$ cat src/rtl/serial_sub_pkg.sv
// Shared definitions for the digit-serial subtractor: FSM state encoding
// and default geometry. Optional signed-overflow output is enabled by
// defining SERIAL_SUB_OVF_EN when building serial_sub16.
package serial_sub_pkg;

  typedef logic [1:0] state_t;

  localparam state_t S_IDLE = 2'd0;
  localparam state_t S_RUN  = 2'd1;
  localparam state_t S_DONE = 2'd2;

  localparam int unsigned SUB_WIDTH = 16;
  localparam int unsigned SUB_DIGIT = 4;
  localparam int unsigned DIGITS    = SUB_WIDTH / SUB_DIGIT;

endpackage

$ cat src/rtl/serial_sub16_sub_digit.sv
// Combinational W-bit ripple-borrow subtractor: d = x - y - bi, bo = borrow out.
module sub_digit #(
  parameter int unsigned W = 4
) (
  input  logic [W-1:0] x,
  input  logic [W-1:0] y,
  input  logic         bi,
  output logic [W-1:0] d,
  output logic         bo
);

  logic br;

  // Bit-by-bit borrow ripple from LSB to MSB
  always_comb begin
    br = bi;
    d  = '0;
    for (int unsigned i = 0; i < W; i++) begin
      d[i] = x[i] ^ y[i] ^ br;
      br   = (~x[i] & y[i]) | (~(x[i] ^ y[i]) & br);
    end
    bo = br;
  end

endmodule

$ cat src/rtl/serial_sub16.sv
// Digit-serial subtractor: diff = a - b - b_in, one DIGIT-bit digit per clock,
// LSB digit first, start/busy/done handshake.
// Build option: define SERIAL_SUB_OVF_EN to add the signed-overflow port ovf.
module serial_sub16
  import serial_sub_pkg::*;
#(
  parameter int unsigned WIDTH = SUB_WIDTH,
  parameter int unsigned DIGIT = SUB_DIGIT
) (
  input  logic             clk,
  input  logic             rst,
  input  logic             start,
  input  logic [WIDTH-1:0] a,
  input  logic [WIDTH-1:0] b,
  input  logic             b_in,
  output logic             busy,
  output logic             done,
  output logic [WIDTH-1:0] diff,
  output logic             b_out
`ifdef SERIAL_SUB_OVF_EN
  ,
  output logic             ovf
`endif
);

  localparam int unsigned NDIG = WIDTH / DIGIT;
  localparam int unsigned CW   = (NDIG > 1) ? $clog2(NDIG) : 1;
  localparam logic [CW-1:0] LAST = CW'(NDIG - 1);

  state_t           state;
  logic [WIDTH-1:0] a_r;
  logic [WIDTH-1:0] b_r;
  logic             brw;
  logic [CW-1:0]    cnt;
  logic [DIGIT-1:0] x;
  logic [DIGIT-1:0] y;
  logic [DIGIT-1:0] d;
  logic             bo;
  int unsigned      base;

  // Select the current digit of the latched operands
  always_comb begin
    base = 32'(cnt) * DIGIT;
    x    = a_r[base +: DIGIT];
    y    = b_r[base +: DIGIT];
  end

  sub_digit #(.W(DIGIT)) u_digit (
    .x  (x),
    .y  (y),
    .bi (brw),
    .d  (d),
    .bo (bo)
  );

  // Handshake outputs decoded from the FSM state
  always_comb begin
    busy = (state != S_IDLE);
    done = (state == S_DONE);
  end

  // FSM, operand latches, digit counter, borrow chain and result registers
  always_ff @(posedge clk) begin
    if (rst) begin
      state <= S_IDLE;
      a_r   <= '0;
      b_r   <= '0;
      brw   <= 1'b0;
      cnt   <= '0;
      diff  <= '0;
      b_out <= 1'b0;
`ifdef SERIAL_SUB_OVF_EN
      ovf   <= 1'b0;
`endif
    end else begin
      case (state)
        S_IDLE: begin
          if (start) begin
            a_r   <= a;
            b_r   <= b;
            brw   <= b_in;
            cnt   <= '0;
            diff  <= '0;
            state <= S_RUN;
          end
        end
        S_RUN: begin
          diff[base +: DIGIT] <= d;
          brw <= bo;
          if (cnt == LAST) begin
            // Final digit: publish borrow (and overflow) so they are valid with done
            b_out <= bo;
`ifdef SERIAL_SUB_OVF_EN
            ovf   <= (a_r[WIDTH-1] != b_r[WIDTH-1]) && (d[DIGIT-1] != a_r[WIDTH-1]);
`endif
            state <= S_DONE;
          end else begin
            cnt <= cnt + 1'b1;
          end
        end
        S_DONE: begin
          state <= S_IDLE;
        end
        default: begin
          state <= S_IDLE;
        end
      endcase
    end
  end

endmodule

$ cat config.mk
export PLATFORM = sky130hd
export DESIGN_NAME = serial_sub16
export DESIGN_NICKNAME = d
export VERILOG_FILES = /design/src/rtl/serial_sub_pkg.sv /design/src/rtl/serial_sub16_sub_digit.sv /design/src/rtl/serial_sub16.sv
export SDC_FILE = /design/constraint.sdc
export NUM_CORES = 1
export LEC_CHECK = 0
export BUFFER_PORTS_ARGS = -buffer_cell sky130_fd_sc_hd__buf_4
export CORE_ASPECT_RATIO = 1.25
export CORE_UTILIZATION = 53
export DETAILED_ROUTE_END_ITERATION = 7
export PLACE_DENSITY_LB_ADDON = 0.08
export SLEW_MARGIN = 5
export SYNTH_ARGS = -nofsm -noshare
export SYNTH_HDL_FRONTEND = slang
export SYNTH_HIERARCHICAL = 1
export SYNTH_SLANG_ARGS = --single-unit
export TNS_END_PERCENT = 5
$ cat constraint.sdc
create_clock -name clk -period 3.4 [get_ports clk]
set_clock_uncertainty 0.15 [all_clocks]
set_input_delay 0 -clock clk [delete_from_list [all_inputs] [get_ports clk]]
set_output_delay 0 -clock clk [all_outputs]
set_load 0.02 [all_outputs]
==> reports/results.txt, run 1 <==
Status -> finished, final reports clean
Final Cycle Share -> 88.3%
Post-route core utilization -> 80.2%
Power Dens Cells -> 370 nW/um^2
DR pass1 iterations -> 4
Clk slew on worst S/H paths -> 0.10 ns
Synth Net Count -> 311
Synthesized area -> 2460 um^2
H-tree depth -> 2
Synth warnings -> 6
Initial core utilization -> 55.6%
Nets -> 423
VDD IR max -> 0.285 mV
Num CTS Buffers -> 5
FILL cells -> 286
Register bit total from synthesis -> 54
Hold Fails Final Rpt -> 0
Syn avg cell area -> 9.28 um^2
Endpoint of the worst hold path -> b_out$_SDFFE_PP0P_
Worst r2r dst -> diff[14]$_SDFFE_PP0P_
Worst slew margin -> 58.4%
Setup ws final -> 0.398 ns
Antenna violations before repair -> 0
Minimum hold slack -> 0.317 ns
TNS Setup -> 0 ns
Diodes inserted -> 0
Max-cap violations -> 0
GRT Util Overall -> 29.0%
Routed wire length -> 6.60 mm
Post-Place Cells -> 364
IO buf count -> 54
Setup violators final -> 0
DP HPWL -> 3.75 mm
Fmax -> 333 MHz
Layout cells sized above 1 -> 21.5%
Vias in the first global route -> 2410
Total grt overflow -> 0
Wire per inst -> 15.2 um
Sequential share of the synthesized area -> 43.9%
Die span in y -> 78.2 um
Place WS -> 0.413 ns
Postcts setup bufs -> 0
CP arrival -> 3.10 ns
CTS root buf -> clkbuf_8
Die Footprint -> 4920 um^2
IO Count -> 55
Vias per cell -> 5.29
RSZ-0062 raised after global routing -> no
FF/Latch Area -> 1080 um^2
# resized after CTS -> 0
Critical path type -> reg -> reg
Multi-input logic area -> 1170 um^2
Pleak -> 1.51 nW
Cells on worst reg2reg path -> 10
Gpl congestion -> 0.800
Hold path start -> b_out$_SDFFE_PP0P_
Min-Delay Path Class -> reg -> reg
Req. time, crit path -> 3.49 ns
First DRT Iteration DRCs -> 103
Mapped Cells -> 265
Crit. End Element -> flip-flop
Fin. max-slew vios -> 0
Most frequent cells in the layout -> nand2_1 (70), dlygate4sd3_1 (64), buf_4 (58)
Worst-margin pin slew -> 0.622 ns
Core box area -> 4430 um^2
Area Overhead vs Synth -> 44.2%
Final Non-Filler Cells -> 435
Vias -> 2303
Post-route ant nets -> 0
Clock buffer depth -> 2
Minimum clock period -> 3.00 ns
CTS tree -> done
DRC -> 0
Most common cell after layout, fill and taps aside -> nand2_1
Hold Path Cell Cnt -> 2
Site Rows -> 27
Reg2reg start -> cnt[0]$_SDFFE_PP0P_
Worst R2R Setup Slack -> 0.40 ns
First-pass GRT wire length -> 10.9 mm
Hold buffers post-CTS -> 64
Clock Sinks -> 54
Nature of the critical path startpoint -> flip-flop
Skew-Pair Late Insertion Delay -> 0.31 ns
Synth unique cells -> 35
Largest net degree at the start of global routing -> 44
Die X -> 62.9 um
Critical Path Fanout Max -> 16
layout make-up:
cell class,instances,share of cell area [%]
flip-flops and latches,54,30.5
repair buffers,122,30.3
clock buffers,5,1.94
multi-input cells,176,32.9
well taps,58,2.05
inverters,18,1.90
clock inverters,2,0.388
metrics by stage:
stage	area (um^2)	total power, mW
detailed placement	2820	0.906
global placement	2820	0.903
CTS	3550	1.31
floorplan	2460	0.846
global route	3550	1.38
finish	3550	1.31
worst max-delay path: stages (launching register included):
cell	delay, ns
dfxtp_1	0.37
buf_4	0.25
mux4_2	0.55
fa_1	0.39
inv_1	0.07
fa_1	0.18
fa_1	0.41
inv_1	0.08
nand2b_1	0.09
or2_2	0.28
o2bb2ai_1	0.11
per-layer routing:
metal  global-route usage (%)  part of all wire [%]  vias to the layer above
li1                         -                     -                     1119
met1                     30.1                    38                     1064
met2                     52.8                    54                       94
met3                     5.23                   3.9                       26
met4                     18.6                   3.9                        0
met5                        0                     0                        -
sequential cells by signal, summed over array words and instances (netlist names):
name   cells
b_out      1
cnt        2
diff      16
brw        1
b_r       16
state      2
a_r       16
kinds of logic after synthesis:
| family | synth area share (%) |
|---|---|
| fa+ha+maj | 6.31 |
| mux | 9.10 |
| buf+inv | 8.60 |
| flops | 43.9 |
| simple gates | 17.2 |
| compound gates | 14.9 |
worst max-delay path by stage:
stage | from | endpoint | slack, ns | cells after the start
after floorplan | cnt[0]$_SDFFE_PP0P_ | diff[11]$_SDFFE_PP0P_ | 0.39 | 7
final | cnt[0]$_SDFFE_PP0P_ | diff[14]$_SDFFE_PP0P_ | 0.40 | 10
after global placement | cnt[0]$_SDFFE_PP0P_ | diff[11]$_SDFFE_PP0P_ | 0.49 | 7
after CTS | cnt[0]$_SDFFE_PP0P_ | diff[7]$_SDFFE_PP0P_ | 0.40 | 8
after global routing | cnt[0]$_SDFFE_PP0P_ | diff[15]$_SDFFE_PP0P_ | 0.19 | 10
after detailed placement | cnt[0]$_SDFFE_PP0P_ | diff[7]$_SDFFE_PP0P_ | 0.41 | 8
where the power goes:
part | switching, mW | internal (mW)
logic | 0.131 | 0.147
registers | 0.0231 | 0.662
clock network | 0.208 | 0.143
Yosys cell counts:
cell type,count,area share [%]
a21oi_1,38,7.7
a22oi_1,1,0.31
a31oi_1,2,0.51
a32o_1,4,1.6
and3_1,1,0.25
and4bb_2,1,0.51
buf_1,1,0.15
buf_2,4,0.81
buf_4,1,0.31
buf_6,5,2.3
buf_8,3,1.8
clkbuf_1,3,0.46
dfxtp_1,54,44
fa_1,4,3.3
ha_1,6,3.1
inv_1,18,2.7
mux2_2,3,1.4
mux2i_1,1,0.41
mux4_2,8,7.3
nand2_1,70,11
nand2b_1,1,0.25
nand3_1,6,1.2
nand3b_1,3,0.92
nor2_1,5,0.76
nor2b_1,1,0.25
nor3_2,1,0.41
nor3b_4,1,0.76
o21a_1,1,0.31
o21ai_0,1,0.20
o21bai_1,1,0.31
o22ai_1,4,1.0
o2bb2ai_1,8,2.8
or2_2,2,0.51
or2b_1,1,0.31
or3b_1,1,0.36
Note: power is estimated with default switching activity, not from simulation.
==> run 2: changes to the inputs <==
clock period = 3 ns   (was 3.4 ns; I/O delays follow)
==> reports/results.txt, run 2 (synthesized netlist as in run 1, its figures left out) <==
Status -> finished, final reports clean
Area Overhead vs Synth -> 46.5%
TNS Setup -> 0 ns (unchanged)
Multi-input logic area -> 1180 um^2 (+1.2%)
Clock buffer depth -> 2 (unchanged)
Post-route ant nets -> 0 (unchanged)
Final Non-Filler Cells -> 438 (+0.69%)
Postcts setup bufs -> 0 (unchanged)
Min-Delay Path Class -> reg -> reg
RSZ-0062 raised after global routing -> yes
Most frequent cells in the layout -> nand2_1 (69), dlygate4sd3_1 (64), buf_4 (58)
Vias per cell -> 5.34 (+0.91%)
VDD IR max -> 0.346 mV (+21%)
Vias -> 2340 (+1.6%)
CTS root buf -> clkbuf_8
Initial core utilization -> 55.6% (unchanged)
CP top delay family -> adder cells
Nets -> 424 (+0.24%)
Setup violators final -> 0 (unchanged)
Core box area -> 4430 um^2 (unchanged)
Minimum clock period -> 2.90 ns (-0.103 ns)
GRT Util Overall -> 27.9% (-1.1 points)
Routed wl met2 -> 3.58 mm (+0.85%)
Met1 WL -> 2.53 mm (-0.28%)
Slowest-stage cell, CP -> mux4_2
Met3 Routed Length -> 336 um (+31%)
Die span in y -> 78.2 um (unchanged)
CP arrival -> 2.95 ns (-0.15 ns)
Total grt overflow -> 0 (unchanged)
Skew-Pair Late Insertion Delay -> 0.31 ns (about the same)
Wire per inst -> 15.2 um (-0.14%)
Hold Fails Final Rpt -> 0 (unchanged)
Power Dens Cells -> 440 nW/um^2 (+19%)
First DRT Iteration DRCs -> 96 (-6.8%)
Largest regs -> a_r x16, b_r x16, diff x16
Fin. max-slew vios -> 0 (unchanged)
Worst path bufs/invs -> 3 (unchanged)
Clk slew on worst S/H paths -> 0.10 ns (about the same)
Req. time, crit path -> 3.06 ns (-0.43 ns)
Final Cycle Share -> 96.6% (+8.3 points)
Critical path type -> reg -> reg
Most common cell after layout, fill and taps aside -> nand2_1
Routed wire length -> 6.64 mm (+0.55%)
FILL cells -> 257 (-10%)
CTS tree -> done
Antenna violations before repair -> 1 (+1)
IO buf count -> 54 (unchanged)
Fmax -> 345 MHz (+3.6%)
DR pass1 iterations -> 4 (unchanged)
H-tree depth -> 2 (unchanged)
Max-cap violations -> 0 (unchanged)
Worst slew margin -> 59.6% (+1.1 points)
Pleak -> 1.52 nW (+0.88%)
Vias in the first global route -> 2384 (-1.1%)
Nature of the critical path startpoint -> flip-flop
Place WS -> 0.108 ns (-0.305 ns)
Site Rows -> 27 (unchanged)
Worst-margin pin slew -> 0.605 ns (-0.0171 ns)
DP HPWL -> 3.56 mm (-5.1%)
Die X -> 62.9 um (unchanged)
Largest net degree at the start of global routing -> 44 (unchanged)
Die Footprint -> 4920 um^2 (unchanged)
Num CTS Buffers -> 5 (unchanged)
First-pass GRT wire length -> 10.7 mm (-2.1%)
Clock Sinks -> 54 (unchanged)
IO Count -> 55 (unchanged)
Gpl congestion -> 0.788 (-1.5%)
Crit path largest cell delay -> 0.49 ns (-0.06 ns)
DRC -> 0 (unchanged)
Layout cells sized above 1 -> 23.0% (+1.5 points)
DR top layer -> met4
Critical Path Fanout Max -> 2 (-14)
Cells along the critical path -> mux4_2 -> inv_1 -> fa_2 -> inv_1 -> fa_2 -> fa_1 -> inv_1 -> fa_1 -> a32o_1
Crit. End Element -> flip-flop
Post-Place Cells -> 365 (+0.27%)
FF/Latch Area -> 1080 um^2 (+0.12%)
Crit-path most repeated cell -> inv_1
Setup ws final -> 0.101 ns (-0.297 ns)
## run 2: power breakdown
part / total (mW) / switching [mW] / internal, mW
logic: 0.322 / 0.151 / 0.171
registers: 0.777 / 0.0264 / 0.750
clock network: 0.488 / 0.239 / 0.249
total: 1.59 / 0.416 / 1.17
## run 2: repair_timing
action,in CTS,in global routing
setup endpoints to repair,0,6
hold buffers,64,0
hold endpoints to repair,38,0
resized for setup,0,6
## run 2: worst paths after layout
check	startpoint	end	slack [ns]	depth (start not counted)
hold reg to reg	b_out$_SDFFE_PP0P_	b_out$_SDFFE_PP0P_	0.33	2
hold / removal	b_out$_SDFFE_PP0P_	b_out$_SDFFE_PP0P_	0.33	2
setup reg to reg	cnt[0]$_SDFFE_PP0P_	diff[11]$_SDFFE_PP0P_	0.10	9
setup / recovery	cnt[0]$_SDFFE_PP0P_	diff[11]$_SDFFE_PP0P_	0.10	9
## run 2: routing by layer
metal / GRT usage [%] / vias to the layer above
met4: 13.0 / 0
li1: - / 1118
met1: 30.5 / 1121
met2: 51.4 / 78
met5: 0 / -
met3: 4.65 / 23
## run 2: layout make-up
class	count	share of cell area (%)
multi-input combinational	176	32.8
timing repair buffer	123	30.2
sequential	54	30.0
clock buffer	6	2.01
tap	58	2.01
inverter	18	1.87
clock inverter	2	1.04
antenna	1	0.0694
## run 2: worst min-delay path, stage by stage (launching register included)
cell,delay (ns)
dfxtp_1,0.32
nand2_1,0.06
a21oi_1,0.06
## run 2: stage by stage
step / cell area [um^2] / util, % / hold WS, ns / total power, mW
6_report: 3600 / 81.4 / 0.326 / 1.59
2_1_floorplan: 2460 / - / -0.0140 / 0.960
5_1_grt: 3600 / 81.4 / 0.341 / 1.65
4_1_cts: 3580 / 80.9 / 0.325 / 1.57
3_3_place_gp: 2830 / 64.0 / 0.0975 / 1.02
3_5_place_dp: 2830 / 64.0 / 0.106 / 1.03
